`src/rtl/cpu_result_reader_if.sv`:
```
// Bundles the snooped CPU store bus, the external read port, the byte stream
// and the status lines of cpu_result_reader. master = reader, slave = environment.
interface cpu_result_reader_if;
    logic        MemWrite;
    logic [31:0] DataAdr;
    logic [31:0] WriteData;
    logic        Ext_MemRead;
    logic [31:0] Ext_ReadAdr;
    logic [31:0] Ext_ReadData;
    logic        cpu_hold;
    logic [7:0]  out_data;
    logic        out_valid;
    logic        out_ready;
    logic        busy;
    logic        done;

    modport master (
        input  MemWrite, DataAdr, WriteData, Ext_ReadData, out_ready,
        output Ext_MemRead, Ext_ReadAdr, cpu_hold, out_data, out_valid, busy, done
    );

    modport slave (
        output MemWrite, DataAdr, WriteData, Ext_ReadData, out_ready,
        input  Ext_MemRead, Ext_ReadAdr, cpu_hold, out_data, out_valid, busy, done
    );
endinterface

```
`src/rtl/cpu_result_reader.sv`:
```
// Snoops a CPU "results ready" store, holds the CPU, reads result words back and
// streams them LSB-first over valid/ready. Macro RESULT_CHECKSUM_EN appends an XOR byte.
module cpu_result_reader #(
    parameter logic [31:0] DONE_ADR  = 32'h0200_0004,
    parameter logic [31:0] RES_BASE  = 32'h0200_0010,
    parameter int unsigned MAX_WORDS = 8,
    parameter int unsigned RD_LAT    = 1
) (
    input  logic                clk,
    input  logic                reset,
    cpu_result_reader_if.master bus
);
    localparam int IW = $clog2(MAX_WORDS + 1);

    typedef enum logic [2:0] {S_IDLE, S_REQ, S_WAIT, S_SEND, S_FIN} state_t;

    state_t        r_state;
    logic [IW-1:0] r_cnt;
    logic [IW-1:0] r_word_idx;
    logic [1:0]    r_byte_idx;
    logic [2:0]    r_wait;
    logic [31:0]   r_word;
    logic          r_ext_memread;
    logic [31:0]   r_ext_readadr;
    logic          r_cpu_hold;
    logic [7:0]    r_out_data;
    logic          r_out_valid;
    logic          r_busy;
    logic          r_done;
`ifdef RESULT_CHECKSUM_EN
    logic [7:0]    r_csum;
    logic          r_csum_phase;
`endif

    logic          w_trigger;
    logic          w_handshake;
    logic          w_csum_byte;
    logic [IW-1:0] w_cnt_in;
    logic [IW-1:0] w_next_idx;
    logic          w_unused;

    assign w_trigger   = bus.MemWrite && (bus.DataAdr == DONE_ADR);
    assign w_handshake = r_out_valid && bus.out_ready;
    assign w_cnt_in    = (32'(bus.WriteData[3:0]) > MAX_WORDS) ? IW'(MAX_WORDS)
                                                               : IW'(bus.WriteData[3:0]);
    assign w_next_idx  = r_word_idx + 1'b1;
    assign w_unused    = ^bus.WriteData[31:4];
`ifdef RESULT_CHECKSUM_EN
    assign w_csum_byte = r_csum_phase;
`else
    assign w_csum_byte = 1'b0;
`endif

    always_ff @(posedge clk) begin
        if (reset) begin
            r_state       <= S_IDLE;
            r_cnt         <= '0;
            r_word_idx    <= '0;
            r_byte_idx    <= '0;
            r_wait        <= '0;
            r_word        <= '0;
            r_ext_memread <= 1'b0;
            r_ext_readadr <= '0;
            r_cpu_hold    <= 1'b0;
            r_out_data    <= '0;
            r_out_valid   <= 1'b0;
            r_busy        <= 1'b0;
            r_done        <= 1'b0;
`ifdef RESULT_CHECKSUM_EN
            r_csum        <= '0;
            r_csum_phase  <= 1'b0;
`endif
        end else begin
            // NOTE: pulse outputs default low here; a later non-blocking assignment in the case overrides it.
            r_ext_memread <= 1'b0;
            r_done        <= 1'b0;
            case (r_state)
                S_IDLE: begin
                    if (w_trigger) begin
                        r_cnt      <= w_cnt_in;
                        r_word_idx <= '0;
                        r_byte_idx <= '0;
                        r_cpu_hold <= 1'b1;
                        r_busy     <= 1'b1;
`ifdef RESULT_CHECKSUM_EN
                        r_csum     <= '0;
`endif
                        if (w_cnt_in == '0) begin
`ifdef RESULT_CHECKSUM_EN
                            r_csum_phase <= 1'b1;
                            r_out_data   <= 8'h00;
                            r_out_valid  <= 1'b1;
                            r_state      <= S_SEND;
`else
                            r_state      <= S_FIN;
`endif
                        end else begin
                            r_ext_memread <= 1'b1;
                            r_ext_readadr <= RES_BASE;
                            r_state       <= S_REQ;
                        end
                    end
                end
                S_REQ: begin
                    r_wait  <= 3'd1;
                    r_state <= S_WAIT;
                end
                S_WAIT: begin
                    if (r_wait == 3'(RD_LAT)) begin
                        r_word      <= bus.Ext_ReadData;
                        r_out_data  <= bus.Ext_ReadData[7:0];
                        r_out_valid <= 1'b1;
                        r_byte_idx  <= '0;
                        r_state     <= S_SEND;
                    end else begin
                        r_wait <= r_wait + 3'd1;
                    end
                end
                S_SEND: begin
                    if (w_handshake) begin
`ifdef RESULT_CHECKSUM_EN
                        r_csum <= r_csum ^ r_out_data;
`endif
                        r_byte_idx <= r_byte_idx + 2'd1;
                        r_word     <= r_word >> 8;
                        r_out_data <= r_word[15:8];
                        if (w_csum_byte) begin
`ifdef RESULT_CHECKSUM_EN
                            r_csum_phase <= 1'b0;
`endif
                            r_out_valid <= 1'b0;
                            r_state     <= S_FIN;
                        end else if (r_byte_idx == 2'd3) begin
                            r_word_idx <= w_next_idx;
                            if (w_next_idx < r_cnt) begin
                                r_out_valid   <= 1'b0;
                                r_ext_memread <= 1'b1;
                                r_ext_readadr <= RES_BASE + (32'(w_next_idx) << 2);
                                r_state       <= S_REQ;
                            end else begin
`ifdef RESULT_CHECKSUM_EN
                                // Checksum covers the byte being accepted right now.
                                r_csum_phase <= 1'b1;
                                r_out_data   <= r_csum ^ r_out_data;
`else
                                r_out_valid  <= 1'b0;
                                r_state      <= S_FIN;
`endif
                            end
                        end
                    end
                end
                S_FIN: begin
                    r_done      <= 1'b1;
                    r_cpu_hold  <= 1'b0;
                    r_busy      <= 1'b0;
                    r_out_valid <= 1'b0;
                    r_state     <= S_IDLE;
                end
                default: r_state <= S_IDLE;
            endcase
        end
    end

    assign bus.Ext_MemRead = r_ext_memread;
    assign bus.Ext_ReadAdr = r_ext_readadr;
    assign bus.cpu_hold    = r_cpu_hold;
    assign bus.out_data    = r_out_data;
    assign bus.out_valid   = r_out_valid;
    assign bus.busy        = r_busy;
    assign bus.done        = r_done;
endmodule
```
`src/flat_wrapper.sv`:
```
// flat-port wrapper written by rule: the top's interface ports become plain ports
module cpu_result_reader_flat 
#(
    parameter logic [31:0] DONE_ADR  = 32'h0200_0004,
    parameter logic [31:0] RES_BASE  = 32'h0200_0010,
    parameter int unsigned MAX_WORDS = 8,
    parameter int unsigned RD_LAT    = 1
)
  (clk, reset, bus_MemWrite, bus_DataAdr, bus_WriteData, bus_Ext_ReadData, bus_out_ready, bus_Ext_MemRead, bus_Ext_ReadAdr, bus_cpu_hold, bus_out_data, bus_out_valid, bus_busy, bus_done);
  cpu_result_reader_if bus_i ();
  input  logic clk;
  input  logic reset;
  input wire logic [$bits(bus_i.MemWrite)-1:0] bus_MemWrite;
  input wire logic [$bits(bus_i.DataAdr)-1:0] bus_DataAdr;
  input wire logic [$bits(bus_i.WriteData)-1:0] bus_WriteData;
  input wire logic [$bits(bus_i.Ext_ReadData)-1:0] bus_Ext_ReadData;
  input wire logic [$bits(bus_i.out_ready)-1:0] bus_out_ready;
  output wire logic [$bits(bus_i.Ext_MemRead)-1:0] bus_Ext_MemRead;
  output wire logic [$bits(bus_i.Ext_ReadAdr)-1:0] bus_Ext_ReadAdr;
  output wire logic [$bits(bus_i.cpu_hold)-1:0] bus_cpu_hold;
  output wire logic [$bits(bus_i.out_data)-1:0] bus_out_data;
  output wire logic [$bits(bus_i.out_valid)-1:0] bus_out_valid;
  output wire logic [$bits(bus_i.busy)-1:0] bus_busy;
  output wire logic [$bits(bus_i.done)-1:0] bus_done;
  assign bus_i.MemWrite = bus_MemWrite;
  assign bus_i.DataAdr = bus_DataAdr;
  assign bus_i.WriteData = bus_WriteData;
  assign bus_i.Ext_ReadData = bus_Ext_ReadData;
  assign bus_i.out_ready = bus_out_ready;
  assign bus_Ext_MemRead = bus_i.Ext_MemRead;
  assign bus_Ext_ReadAdr = bus_i.Ext_ReadAdr;
  assign bus_cpu_hold = bus_i.cpu_hold;
  assign bus_out_data = bus_i.out_data;
  assign bus_out_valid = bus_i.out_valid;
  assign bus_busy = bus_i.busy;
  assign bus_done = bus_i.done;
  cpu_result_reader #(.DONE_ADR(DONE_ADR), .RES_BASE(RES_BASE), .MAX_WORDS(MAX_WORDS), .RD_LAT(RD_LAT)) u_core (.clk(clk), .reset(reset), .bus(bus_i));
endmodule
```
`config.mk`:
```
export PLATFORM = sky130hd
export DESIGN_NAME = cpu_result_reader_flat
export DESIGN_NICKNAME = d
export VERILOG_FILES = /design/src/rtl/cpu_result_reader_if.sv /design/src/rtl/cpu_result_reader.sv /design/src/flat_wrapper.sv
export SDC_FILE = /design/constraint.sdc
export NUM_CORES = 1
export LEC_CHECK = 0
export BUFFER_PORTS_ARGS = -buffer_cell sky130_fd_sc_hd__clkbuf_2
export CORE_AREA = 2 2 89 91
export CTS_CLUSTER_DIAMETER = 100
export CTS_CLUSTER_SIZE = 30
export DETAILED_ROUTE_END_ITERATION = 7
export DIE_AREA = 0 0 91 93
export PLACE_DENSITY = 0.74
export SYNTH_ARGS = -nofsm -noshare
export SYNTH_HDL_FRONTEND = slang
export SYNTH_SLANG_ARGS = --single-unit
```
`constraint.sdc`:
```
create_clock -name clk -period 2.1 [get_ports clk]
set_clock_uncertainty 0.2 [all_clocks]
set_input_delay 0.105 -clock clk [delete_from_list [all_inputs] [get_ports clk]]
set_output_delay 0.105 -clock clk [all_outputs]
set_load 0.1 [all_outputs]
```
==> results by group, run 1 <==
Outcome
  • Outcome: complete, but fails checks
  • Violated checks: setup timing

Detailed routing
  • Vias: ~3200
  • Post-route DRC: 0
  • Antenna viol nets, final: 0
  • Vias per cell: 5.10
  • Routed WL: 9100 um
  • Initial drt markers: 139
  • Drt pass-1 iters: 5
  • WL/cell: 14.7 um

Logic synthesis
  • Largest family of logic cells by synthesized area: simple AND/OR/NAND/NOR gates
  • Synth Instances: 376
  • Post-Synth Adder-Cell Area: between 3 and 4%
  • Cell area after synthesis: 0.00304 mm^2
  • Largest cells by area after synthesis: dfxtp_1 (38%), buf_4 (8.7%), nand2_1 (8.5%)
  • Avg Cell Area, Syn: 8.07 um^2
  • Synthesized flop and latch total: 58
  • Area share of the largest cell type after synthesis: 38.3%
  • EDFF count, synth: 0
  • Synth Area in Compound Gates: around 17%
  • Synth Area in XOR/XNOR: less than 1%
  • Seq/Total Area, Yosys: 38.3%
  • Simple-gate area share of the yosys netlist: about a quarter
  • Post-synthesis mux area share: roughly 2.5%
  • Count of cell types in the netlist: between 40 and 50
  • Synth warn: 0
  • Largest area contributor in the netlist: dfxtp_1
  • Synth Flop Type: dfxtp_1
  • Async SR Flop Fraction: 0%

Worst setup path
  • Kind of critical path: register to register
  • Worst setup EP type: register
  • Arrival time at the worst endpoint: 2.22 ns
  • CP max FO: 6
  • Worst Setup Start Kind: register
  • CP Data Required Time: around 2.1 ns

Timing
  • Crit path time final: 2.19 ns
  • RSZ-0062 raised after global routing: true
  • Final setup fails: 5
  • Tightest Pin Transition: just under 0.6 ns
  • Final period util: 104%
  • Final Hold Fails: 0
  • Final Worst Setup Slack: -0.0908 ns
  • Fmax: ~460 MHz
  • Worst hold slack: between 0.08 and 0.09 ns
  • Relative slew margins: between 60% and 70%
  • Max-slew violations: 0

Clock network
  • Sink Count: 58
  • Worst-path clk slew: 0.07 ns
  • Total CTS buffers: 9
  • Worst skew pair latency: between 0.3 and 0.4 ns
  • Worst-case clock buffer depth: 2
  • CTS root buf: clkbuf_8
  • CTS tree: done
  • H-tree level count: 3

Worst hold path
  • Hold Path Class: input port to register

Pwr
  • Peak supply drop: 295 uV
  • Power, Total: approximately 3 mW
  • LEAKAGE: about 1.9 nW
  • Power Density: just under 700 mW/mm^2

Global routing
  • First-pass GRT wire length: 13200 um
  • Total gr overflow: 0
  • Largest net degree at the start of global routing: 57
  • Initial antenna violation count: 0
  • Total Routing Usage GR: slightly below 20%
  • Vias in the first global route: around 2900

Placed design
  • Post-DP HPWL: roughly 5200 um
  • RePlAce Congestion: around 0.81
  • Buffers on Ports: 90

Die
  • Starting Density: 40.3%
  • IO Count: 145
  • Core ar.: 0.00753 mm^2
  • # rows: 32
  • Die height: 93 um
  • Die Width: 91 um
  • Die ar.: 0.00846 mm^2

Flow run
  • Max cap viols: 0

Layout
  • Util after Layout: 59.3%
  • Layout cells sized above 1: 35.2%
  • Final net count: between 600 and 700
  • Area Growth Syn to Fin: 47.1%
## layout make-up
class / count / area, um^2
fill: 655 / 3060
multi-input combinational: 272 / 1800
sequential: 58 / 1180
timing repair buffer: 163 / 1150
clock buffer: 11 / 141
tap: 102 / 128
inverter: 8 / 30.0
clock inverter: 5 / 28.8
antenna: 1 / 2.50
## stage by stage
step / setup TNS, ns / worst slack [ns] / std cells / area, um^2
4_1_cts: -0.273 / -0.0752 / 614 / 4240
3_3_place_gp: -1.04 / -0.205 / 560 / 3620
3_5_place_dp: -1.31 / -0.240 / 560 / 3620
5_1_grt: -0.840 / -0.158 / 619 / 4460
2_1_floorplan: -0.312 / -0.104 / 401 / 3190
6_report: -0.343 / -0.0908 / 620 / 4460
## worst max-delay path: stages, from the launching register on
cell and delay, ns:
dfxtp_4 0.36, ha_4 0.25, ha_4 0.25, a21bo_4 0.22, a211oi_4 0.23, o32a_4 0.26
mux2_4 0.30
## timing repair
item	CTS	global route
setup endpoints to repair	8	41
pin swaps	4	13
hold buffers	37	0
cloned	0	3
setup buffers	1	2
resized for setup	11	33
endpoints found under the hold margin	38	0
## cell families (layout without fill, tap and decap cells)
group | count (synthesis) | in the layout
AND/OR/NAND/NOR | 158 | 158
AO/OA/AOI/OAI | 71 | 71
buffers and inverters | 71 | 187
flip-flops | 58 | 58
adder cells (fa/ha/maj) | 8 | 8
multiplexers | 6 | 6
XOR/XNOR | 3 | 3
other | 1 | 27
## metal layers
metal	share of wire (%)	track usage, %	vias up
met1	40	22.3	1480
met3	4.2	2.18	28
li1	-	-	1542
met5	0	0	-
met4	2.7	11.0	0
met2	53	34.4	112
## synthesized netlist by cell type, types with 2 or more instances
cell	number
nand2_1	69
dfxtp_1	58
buf_4	35
nor2_1	33
a311oi_1	26
clkbuf_1	23
a21oi_1	18
nand3_1	17
ha_1	8
inv_1	8
o21ai_0	8
nor3_1	7
nor2b_1	6
nor4_1	6
a211oi_1	5
and3_1	3
mux2_4	3
o211ai_1	3
a2111oi_0	2
buf_1	2
buf_2	2
mux2i_1	2
nor3b_1	2
nor4b_1	2
nor4b_2	2
o31ai_1	2
or2_2	2
or3_1	2
xnor2_1	2
## worst paths after layout
check	start	end	slack (ns)	cells after the start
hold reg to reg	u_core.bus.Ext_ReadAdr[25]	u_core.bus.Ext_ReadAdr[25]	0.25	2
hold / removal	bus_out_ready	u_core.r_word_idx[2]	0.08	5
setup / recovery	u_core.r_word_idx[1]	u_core.bus.Ext_ReadAdr[2]	-0.09	6
setup reg to reg	u_core.r_word_idx[1]	u_core.bus.Ext_ReadAdr[2]	-0.09	6
## where the power goes
part           leakage (nW)  switching [mW]  internal (mW)
Sequential            0.473          0.0514           1.17
Combinational          1.31           0.603          0.273
Clock                0.0894           0.464          0.454
Total                  1.88            1.12           1.90
## layout by cell type (no fill, tap or decap), types with 10 or more instances in the layout
master	netlist	final
a311oi_1	26	23
conb_1	1	26
dlygate4sd3_1	0	37
clkbuf_8	0	10
dfxtp_1	58	50
buf_4	35	31
nor2_1	33	30
nand2_1	69	69
clkbuf_2	0	90
nand3_1	17	16
a21oi_1	18	18
## registers in the layout, summed over array words and instances (netlist names)
| register | flops |
|---|---|
| u_core.r_word | 25 |
| u_core.bus.out_data | 7 |
| u_core.bus.Ext_ReadAdr | 6 |
| u_core.r_cnt | 4 |
| u_core.r_word_idx | 4 |
| u_core.r_state | 3 |
| u_core.r_wait | 3 |
| u_core.r_byte_idx | 2 |
| u_core.bus.Ext_MemRead | 1 |
| u_core.bus.cpu_hold | 1 |
| u_core.bus.done | 1 |
| u_core.bus.out_valid | 1 |
Note: power is estimated with default switching activity, not from simulation.
==> run 2, diff against run 1 <==
==> constraint.sdc (replaced) <==
create_clock -name clk -period 2.1 [get_ports clk]
set_clock_uncertainty 0.2 [all_clocks]
set_input_delay 0.63 -clock clk [delete_from_list [all_inputs] [get_ports clk]]
set_output_delay 0.63 -clock clk [all_outputs]
set_load 0.1 [all_outputs]
==> results by group, run 2 (same netlist as run 1, synthesis figures left out) <==
Timing
  • RSZ-0062 raised after global routing: true
  • Final Worst Setup Slack: -0.176 ns (-0.0852 ns)
  • Relative slew margins: 62.7% (+1.7 points)
  • Final period util: 108% (+4.1 points)
  • Max-slew violations: 0 (unchanged)
  • Fmax: 439 MHz (-3.7%)
  • Tightest Pin Transition: 0.555 ns (-0.0249 ns)
  • Final Hold Fails: 0 (unchanged)
  • Crit path time final: 2.28 ns (+0.0852 ns)
  • Final setup fails: 8 (+3)

Placed design
  • Post-DP HPWL: 5220 um (about the same)
  • RePlAce Congestion: 0.838 (+3.5%)
  • DP Area: 0.00366 mm^2 (+0.93%)
  • Pre-CTS setup slack: -0.790 ns (-0.550 ns)
  • Buffers on Ports: 90 (unchanged)

Pwr
  • Sequential power share: 39.7% (-0.8 points)
  • Peak supply drop: 284 uV (-3.6%)
  • Pint: 1.99 mW (+4.6%)
  • Power Density: 728 mW/mm^2 (+7.8%)
  • Sw Pwr: 1.08 mW (-3.3%)
  • Power share of the clock group: 33.3% (+2.9 points)
  • LEAKAGE: 1.77 nW (-5.5%)
  • Switching Share: 35.2% (-1.8 points)
  • Power, Total: 3.07 mW (+1.6%)
  • Comb pwr share: 27.0% (-2.0 points)

Detailed routing
  • Initial drt markers: 208 (+50%)
  • Vias per cell: 5.05 (-0.99%)
  • WL/cell: 13.7 um (-6.6%)
  • Routed WL: 8030 um (-12%)
  • Antenna viol nets, final: 0 (unchanged)
  • Drt pass-1 iters: 4 (-1)
  • Vias: 2959 (-6.4%)
  • Post-route DRC: 0 (unchanged)

Worst setup path
  • CP Data Required Time: 2.13 ns (about the same)
  • Crit path launch: bus_DataAdr[6]
  • Worst setup EP type: register
  • Worst reg-to-reg setup slack: -0.16 ns (-0.07 ns)
  • Worst-case reg-to-reg path depth: 6 (unchanged)
  • Reg-to-Reg End: u_core.bus.Ext_ReadAdr[4]
  • R2r startpoint: u_core.r_word_idx[1]
  • Crit path depth: 6 (unchanged)
  • Arrival time at the worst endpoint: 2.31 ns (+0.09 ns)
  • Crit-path max cell delay: 0.55 ns (+0.19 ns)
  • Slowest CP cell: or4_4
  • Crit path to: u_core.bus.Ext_ReadAdr[4]
  • CP max FO: 5 (-1)
  • CP top delay family: simple AND/OR/NAND/NOR gates
  • Cells along the critical path: clkbuf_2 > nor4_2 > nand2_1 > or4_4 > o32a_4 > mux2_4
  • Worst Setup Start Kind: input port
  • Kind of critical path: input port to register
  • Buf/Inv on CP: 1 (+1)

Layout
  • Post-route cell area: 0.00421 mm^2 (-5.7%)
  • Commonest cells after routing, fill and taps aside: clkbuf_2 (88), nand2_1 (69), dfxtp_1 (52), buf_4 (39), nor2_1 (30)
  • Top reg by flops: u_core.r_word
  • Layout cells sized above 1: 40.9% (+5.7 points)
  • Final net count: 588 (-5.2%)
  • Most common cell after layout, fill and taps aside: clkbuf_2
  • ANT cells: 0 (-1)
  • Layout fillers: 706 (+7.8%)
  • Area Growth Syn to Fin: 38.6%
  • Largest register FFs: 25 (unchanged)

Outcome
  • Violated checks: setup timing
  • Outcome: complete, but fails checks

Die
  • Core ar.: 0.00753 mm^2 (unchanged)
  • Die height: 93 um (unchanged)
  • Starting Density: 40.3% (unchanged)
  • Die Width: 91 um (unchanged)
  • # rows: 32 (unchanged)
  • Die ar.: 0.00846 mm^2 (unchanged)
  • IO Count: 145 (unchanged)

Clock network
  • H-tree level count: 3 (unchanged)
  • Worst-path clk slew: 0.06 ns (about the same)
  • Hold_buf cts: 0 (-100%)
  • Worst-case clock buffer depth: 2 (unchanged)
  • Worst skew pair latency: 0.34 ns (about the same)
  • Sink Count: 58 (unchanged)
  • Total CTS buffers: 9 (unchanged)
  • CTS tree: done
  • CTS root buf: clkbuf_8

Global routing
  • Grt met1 use: 22.1% (-0.20 points)
  • First-pass GRT wire length: 12200 um (-7.5%)
  • Total gr overflow: 0 (unchanged)
  • Gr busiest metal: met2
  • Largest net degree at the start of global routing: 57 (unchanged)
  • Vias in the first global route: 2731 (-7.1%)
  • Initial antenna violation count: 0 (unchanged)
  • Total Routing Usage GR: 17.7% (-1.6 points)
  • Grt met3 use: 4.35% (+2.2 points)
  • M2 GR Usage: 28.1% (-6.2 points)

Worst hold path
  • Hold Path Class: register to register

Flow run
  • Max cap viols: 0 (unchanged)
[run 2: layer usage]
layer	wire (um)	share of wire (%)
met5	0	0
met4	164	2.0
met3	421	5.2
met2	4100	51
met1	3340	42
[run 2: final cells by class]
cell class	instances	area, um^2	area share, %
Clock buffer	14	194	4.61
Sequential cell	58	1170	27.9
Multi-Input combinational cell	272	1880	44.7
Timing Repair Buffer	131	796	18.9
Inverter	8	30.0	0.714
Clock inverter	1	5.00	0.119
Tap cell	102	128	3.03
[run 2: worst min-delay path, delay by kind of cell, from the launching register on]
kind | cells | cell delay, ns
DFF | 1 | 0.31
buffers and inverters | 1 | 0.04
AOI/OAI and AO/OA | 1 | 0.05
[run 2: stage by stage]
| stage | hold slack (ns) | util [%] | cells | setup TNS, ns |
|---|---|---|---|---|
| final | 0.247 | 55.9 | 586 | -1.08 |
| after CTS | 0.255 | 52.3 | 583 | -1.21 |
| after floorplan | 0.232 | - | 401 | -5.54 |
| after global routing | 0.277 | 55.9 | 586 | -1.80 |
| after global placement | 0.235 | 48.6 | 567 | -8.50 |
| after detailed placement | 0.245 | 48.6 | 567 | -10.17 |
[run 2: power by group through the flow]
stage	Clock [mW]	Sequential (mW)	Combinational, mW
global placement	0	1.24	0.731
global route	1.08	1.22	0.880
finish	1.02	1.22	0.828
floorplan	0	1.24	0.620
CTS	1.04	1.22	0.749
detailed placement	0	1.24	0.741
[run 2: worst min-delay path by stage]
stage	endpoint	cells after the start	slack (ns)	from
2_1_floorplan	u_core.r_word[24]	2	0.23	u_core.r_word[24]
3_3_place_gp	u_core.bus.Ext_ReadAdr[25]	2	0.23	u_core.bus.Ext_ReadAdr[25]
3_5_place_dp	u_core.r_word[26]	2	0.24	u_core.r_word[26]
4_1_cts	u_core.r_word[29]	2	0.25	u_core.r_word[29]
5_1_grt	u_core.bus.Ext_ReadAdr[25]	2	0.28	u_core.bus.Ext_ReadAdr[25]
6_report	u_core.bus.Ext_ReadAdr[25]	2	0.25	u_core.bus.Ext_ReadAdr[25]
[run 2: timing repair]
| item | CTS | global route |
|---|---|---|
| gates cloned | 0 | 1 |
| hold endpoints to repair | 0 | 0 |
| buffers inserted | 1 | 2 |
| resized for setup | 17 | 38 |
| endpoints found under the setup margin | 17 | 37 |
| pin swaps | 10 | 13 |
